### config.mk
export PLATFORM = sky130hd
export DESIGN_NAME = mem_wb_pipe
export DESIGN_NICKNAME = d
export VERILOG_FILES = /design/src/rtl/mem_wb_pipe.sv
export SDC_FILE = /design/constraint.sdc
export NUM_CORES = 1
export LEC_CHECK = 0
export BUFFER_PORTS_ARGS = -buffer_cell sky130_fd_sc_hd__buf_2
export CAP_MARGIN = 20
export CORE_ASPECT_RATIO = 1.75
export CORE_MARGIN = 2
export CORE_UTILIZATION = 30
export CTS_BUF_LIST = sky130_fd_sc_hd__clkbuf_16
export DETAILED_ROUTE_END_ITERATION = 16
export GPL_ROUTABILITY_DRIVEN = 1
export PLACE_DENSITY = 0.67
export SLEW_MARGIN = 40
export SYNTH_ARGS = -nofsm -noshare
export SYNTH_HDL_FRONTEND = slang
export SYNTH_SLANG_ARGS = --single-unit
### constraint.sdc
create_clock -name clk -period 1.6 [get_ports clk]
set_input_delay 0.08 -clock clk [delete_from_list [all_inputs] [get_ports clk]]
set_output_delay 0.08 -clock clk [all_outputs]
set_load 0.02 [all_outputs]
### src/rtl/mem_wb_pipe.sv
// ============================================================================
// Module   : mem_wb_pipe
// Brief    : DEPTH-stage MEM->WB pipeline with valid, stall, flush, a muxed
//            writeback data output and a forwarding lookup over all stages.
//            Optional stall counter enabled by macro MEM_WB_STALL_CNT_EN.
// Revision : 1.0 - initial release
// ============================================================================
`default_nettype none

module mem_wb_pipe #(
    parameter int DATA_W = 32,
    parameter int RN_W   = 5,
    parameter int DEPTH  = 1      // legal range 1..4
) (
    input  logic              clk,
    input  logic              clr,
    input  logic              mem_valid,
    input  logic [DATA_W-1:0] mem_Alu_Result,
    input  logic [DATA_W-1:0] mem_mo,
    input  logic              mem_m2reg,
    input  logic              mem_wreg,
    input  logic [RN_W-1:0]   mem_rn,
    input  logic              stall,
    input  logic              flush,
    input  logic [RN_W-1:0]   fwd_rn,
    output logic              wb_valid,
    output logic [DATA_W-1:0] wb_Alu_Result,
    output logic [DATA_W-1:0] wb_mo,
    output logic              wb_m2reg,
    output logic              wb_wreg,
    output logic [RN_W-1:0]   wb_rn,
    output logic [DATA_W-1:0] wb_data,
    output logic              fwd_hit,
    output logic [DATA_W-1:0] fwd_data
`ifdef MEM_WB_STALL_CNT_EN
    ,
    output logic [15:0]       stall_cnt
`endif
);

    typedef struct packed {
        logic              valid;
        logic [DATA_W-1:0] alu;
        logic [DATA_W-1:0] mo;
        logic              m2reg;
        logic              wreg;
        logic [RN_W-1:0]   rn;
    } stage_t;

    // Forwarding priority chain: index k resolves stages k..DEPTH-1, so
    // index 0 carries the youngest match.
    logic [DEPTH:0]             hit_chain;
    logic [DEPTH:0][DATA_W-1:0] data_chain;

    assign hit_chain[DEPTH]  = 1'b0;
    assign data_chain[DEPTH] = '0;

    for (genvar k = 0; k < DEPTH; k++) begin : g_stage
        stage_t stage_q;
        stage_t stage_d;
        logic   match;

        if (k == 0) begin : g_head
            always_comb begin
                stage_d = stage_q;
                if (flush) begin
                    stage_d = '0;
                end else if (!stall) begin
                    stage_d.valid = mem_valid;
                    stage_d.alu   = mem_Alu_Result;
                    stage_d.mo    = mem_mo;
                    stage_d.m2reg = mem_m2reg;
                    stage_d.wreg  = mem_wreg & mem_valid;
                    stage_d.rn    = mem_rn;
                end
            end
        end else begin : g_body
            always_comb begin
                stage_d = stage_q;
                if (!stall) begin
                    stage_d = g_stage[k-1].stage_q;
                end
            end
        end

        always_ff @(posedge clk) begin
            if (clr) begin
                stage_q <= '0;
            end else begin
                stage_q <= stage_d;
            end
        end

        assign match = stage_q.valid && stage_q.wreg &&
                       (stage_q.rn == fwd_rn) && (fwd_rn != '0);
        assign hit_chain[k]  = match | hit_chain[k+1];
        assign data_chain[k] = match ? (stage_q.m2reg ? stage_q.mo : stage_q.alu)
                                     : data_chain[k+1];
    end

    assign wb_valid      = g_stage[DEPTH-1].stage_q.valid;
    assign wb_Alu_Result = g_stage[DEPTH-1].stage_q.alu;
    assign wb_mo         = g_stage[DEPTH-1].stage_q.mo;
    assign wb_m2reg      = g_stage[DEPTH-1].stage_q.m2reg;
    assign wb_wreg       = g_stage[DEPTH-1].stage_q.wreg;
    assign wb_rn         = g_stage[DEPTH-1].stage_q.rn;
    assign wb_data       = wb_m2reg ? wb_mo : wb_Alu_Result;

    assign fwd_hit  = hit_chain[0];
    assign fwd_data = data_chain[0];

`ifdef MEM_WB_STALL_CNT_EN
    logic [15:0] stall_cnt_q;

    // Saturating count of stalled edges; flush has no effect.
    always_ff @(posedge clk) begin
        if (clr) begin
            stall_cnt_q <= '0;
        end else if (stall && (stall_cnt_q != 16'hFFFF)) begin
            stall_cnt_q <= stall_cnt_q + 16'd1;
        end
    end

    assign stall_cnt = stall_cnt_q;
`endif

endmodule

`default_nettype wire

# ---- Word level (Yosys, flattened, before mapping)
# Cells that the tools add are included.
dict set report totals {
  ff_bits 72
  out_inout_bits 137
  wordCells 15
  in_bits 81
}
dict set report op_classes {
  n_bitwise 1
  mux 2
  eq_ne 1
  reduce_logical 5
}
# op count
set op_table {}
lappend op_table {{32-bit 2-to-1 mux} 2}
lappend op_table {{5-bit equality test} 1}
lappend op_table {{5-bit nonzero test} 1}
lappend op_table {{1-bit logical AND} 3}
lappend op_table {{2-bit OR reduction} 1}
lappend op_table {{1-bit bitwise AND} 1}

# ---- Logic depth before layout (Yosys ltp)
dict set report depth {
  ltp_word 4
  ltp_mapped 5
  ltp_nobuf 3
}

# ---- Worst setup path before layout
# No wires, ideal clock.
dict set report synth_path {
  kind {reg-to-output}
  from {reg g_stage[0].stage_q, in the netlist wb_m2reg}
  to {out fwd_data[10]}
  stages_incl_launch_ff 6
  required_time_ps 1520
  t_arrival_ps 1764
  path_slack_ps -244
  path_cell_list {dfxtp_1 -> buf_2 -> buf_2 -> mux2_2 -> nand2_1 -> nor4_1}
}
dict set report synth_via {
  elab_chain_len 2
}
# element line
set synth_rtl {}
lappend synth_rtl {{from (decl)} 59} ;# stage_t stage_q;
lappend synth_rtl {{from (signal assigned)} 90} ;# stage_q <= stage_d;
lappend synth_rtl {{32-bit 2-to-1 mux} n/a}
lappend synth_rtl {{named net wb_data[10]} 32} ;# output logic [DATA_W-1:0] wb_data,
lappend synth_rtl {{32-bit 2-to-1 mux} 97} ;# assign data_chain[k] = match ? (stage_q.m2reg ? stage_q.mo : stage_q.alu)
lappend synth_rtl {{to (decl)} 34} ;# output logic [DATA_W-1:0] fwd_data
# The timed path passes the listed nets, and every way through them passes these cells.

# ---- Worst setup path in the final report
dict set report layout_path {
  from {reg g_stage[0].stage_q, in the netlist wb_rn[0]}
  to {out fwd_data[0]}
}
dict set report layout_via {
  elab_chain_len 4
}
# element line
set layout_rtl {}
lappend layout_rtl {{5-bit equality test} 95} ;# (stage_q.rn == fwd_rn) && (fwd_rn != '0);
lappend layout_rtl {{1-bit logical AND} 94} ;# assign match = stage_q.valid && stage_q.wreg &&
lappend layout_rtl {{1-bit logical AND} 95}
lappend layout_rtl {{32-bit 2-to-1 mux} 97}
# Every way passes these cells.

==> flow_metrics.tcl <==
set metrics [dict create \
    final-hold-violation-count 0 \
    synth_top_area_share_pct 42.7 \
    overflow 0 \
    cts_made_buffers 9 \
    period_needed_ns 1.94 \
    clockRootBuffer "clkbuf_16" \
    setup_viol 33 \
    switching_share_pct 26.5 \
    synth_edf_count 0 \
    portBuffers 217 \
    die_area_mm2 0.0122 \
    cellPowerDensity_mw_per_mm2 804 \
    htreeDepth 3 \
    insertion_delay_ns 0.32 \
    combPwrFrac_pct 18.4 \
    critical_path.max_fanout 10 \
    power.total_mw 4.70 \
    crit_arrival_ns 1.86 \
    netlist_top_cells_area "dfxtp_1, mux2i_1, mux2_2" \
    pwr-share-clk_pct 41.2 \
    p_switching_mw 1.25 \
    totalNegativeSetupSlack_ns -10.43 \
    fin_crit_sh_pct 121 \
    ys_types 20 \
    wl_met1_mm 4.70 \
    dp.final_hpwl_mm 8.36 \
    drt-pass1-iter-count 4 \
    post_route_cells_drive_above_1_share_pct 51.0 \
    drtIter0Drc 120 \
    fp.coreArea_mm2 0.0110 \
    irDropWorstVdd_mv 0.808 \
    wl_met3_um 601 \
    dieWidth_um 84.2 \
    grt_pass1_vias 3709 \
    slew-limit-headroom_pct 62.3 \
    routabilityCongestion 0.843 \
    wl_per_cell_um 16.3 \
    wl_met2_mm 6.93 \
    cp-start-kind "flop" \
    drc_errors 0 \
    n_antenna_cell 0 \
    hp-class "in -> reg" \
    max-cap-violations 0 \
    drt-total-wl_mm 12.5 \
    netlist_instances 356 \
    grt_first_pass_wirelength_mm 18.0 \
    hold_depth 3 \
    async_flop_share_pct 0 \
    ys_ff_latch 72 \
    synth_seq_area_share_pct 42.7 \
    endpoint_kind "output pin" \
    p_leak_nw 2.88 \
    clockBufferDepth 2 \
    num_vias 3728 \
    hold_path_end "wb_Alu_Result[19]$_SDFFE_PP0N_" \
    syn_nets 437 \
    r2r-start "wb_rn[1]$_SDFFE_PP0N_" \
    hp-start "mem_Alu_Result[19]" \
    fin_skew_ns 0 \
    preCtsSetupSlack_ns 0.0125 \
    detail-route-antenna-nets 0 \
    max_freq_ghz 0.516 \
    synth_ff_type "dfxtp_1" \
    violations "setup timing" \
    ys_warn_count 0 \
    rsz0062_at_grt "yes" \
    rows 51 \
    start_util_pct 30.6 \
    timing.rr.end "wb_rn[1]$_SDFFE_PP0N_" \
    vias_per_cell 4.86 \
    antenna_found_initial 0 \
    die_h_um 144 \
    tightest_slew_ns 0.565 \
    status "finished with violations" \
    area_delta_synth_final_pct 72.9 \
    pin_count 218 \
    required_ns 1.52 \
    fin_ws_ns -0.337 \
    grt_max_degree 74 \
    power_frac_seq_pct 40.4 \
    netlist_top_cells_count "dfxtp_1, nor2_1, mux2i_1" \
    dp.cells 690 \
    ff2ff_setup_slack_ns 0.84 \
    cts_tree "built" \
    top_layer_used "met4" \
    syn_avg_cell_area_um2 9.49 \
    fin_cells 767 \
    syn_area_mm2 0.00338 \
    nNetsFinal 712 \
    groute.usage.overall_pct 18.6 \
    yosysTopAreaCell "dfxtp_1" \
    hold_slack_ns 0.00918 \
    reg2regPathDepth 3 \
    worstSetupPathType "reg -> out" \
    internal-power_mw 3.45 \
    maxSlewViolCount 0 \
    cts.sinks 72 \
    clk_pin_slew_worst_paths_ns 0.06 \
]
==> critical path, cell delays in order, from the launching register on <==
cell	delay [ns]
dfxtp_1	0.31
buf_4	0.14
xnor2_1	0.19
nand3_2	0.15
buf_4	0.23
nor4_2	0.32
buf_4	0.20
==> cells by family after synthesis <==
kind of cell | after synthesis | synth area share, %
and+or+nand+nor | 143 | 19.3
buffers and inverters | 32 | 4.66
DFF | 72 | 42.7
xor gates and xnor gates | 4 | 1.04
AOI/OAI and AO/OA | 2 | 0.629
muxes | 103 | 31.7
==> area by class of cell <==
class / instances / area (µm²)
sequential: 72 / 1450
timing repair buffer: 296 / 1940
multi-input combinational: 252 / 2010
clock buffer: 9 / 225
fill: 1003 / 5190
clock inverter: 6 / 62.6
tap: 132 / 165
==> per-stage QoR <==
stage,utilization [%],instance area (µm²)
6_report,52.9,5840
5_1_grt,52.9,5840
4_1_cts,52.1,5750
3_5_place_dp,43.9,4850
3_3_place_gp,43.9,4850
2_1_floorplan,-,3560
==> repair_timing <==
action,in CTS,in global routing
endpoints found under the hold margin,59,0
gates resized for setup,5,16
cloned,0,1
endpoints found under the setup margin,48,34
setup buffers,0,2
hold buffers,59,0
==> power groups by stage <==
stage	logic [mW]	clock network, mW	registers, mW
finish	0.865	1.93	1.90
CTS	0.851	1.99	1.90
detailed placement	0.731	0	1.94
floorplan	0.379	0	2.00
global route	0.919	2.07	1.91
global placement	0.717	0	1.94
==> worst max-delay path by stage <==
| stage | slack, ns | start | cells after the start | to |
|---|---|---|---|---|
| 5_1_grt | -0.40 | wb_rn[0]$_SDFFE_PP0N_ | 6 | fwd_data[0] |
| 6_report | -0.34 | wb_rn[0]$_SDFFE_PP0N_ | 6 | fwd_data[0] |
| 3_3_place_gp | -0.009 | wb_rn[2]$_SDFFE_PP0N_ | 6 | fwd_data[21] |
| 4_1_cts | -0.34 | wb_rn[0]$_SDFFE_PP0N_ | 5 | fwd_data[8] |
| 3_5_place_dp | 0.01 | wb_rn[2]$_SDFFE_PP0N_ | 6 | fwd_data[28] |
| 2_1_floorplan | -0.12 | wb_rn[3]$_SDFFE_PP0N_ | 4 | fwd_data[21] |
==> cells in the final DEF (no fill, tap or decap), drive strengths merged <==
master / instances
nor4: 30
or2: 1
xnor2: 4
dlygate4sd3: 59
nand3: 2
or4: 1
mux2i: 71
clkinvlp: 2
nor2: 72
clkinv: 2
inv: 1
mux2: 32
nor4b: 2
and2: 1
nand3b: 1
nor3: 1
dfxtp: 72
nand2: 32
clkbuf: 10
bufinv: 1
buf: 236
a21oi: 2
==> registers in the layout (all words and copies together) (netlist names) <==
signal and cells:
wb_m2reg 1, wb_Alu_Result 32, wb_wreg 1, wb_rn 5, wb_valid 1, wb_mo 32
==> per-layer routing <==
metal	up-vias	GRT usage, %
met5	-	0
met4	0	9.17
met3	22	3.14
met2	151	35.4
met1	1779	19.5
li1	1776	-
No activity file was read; power rests on OpenSTA's default activity.
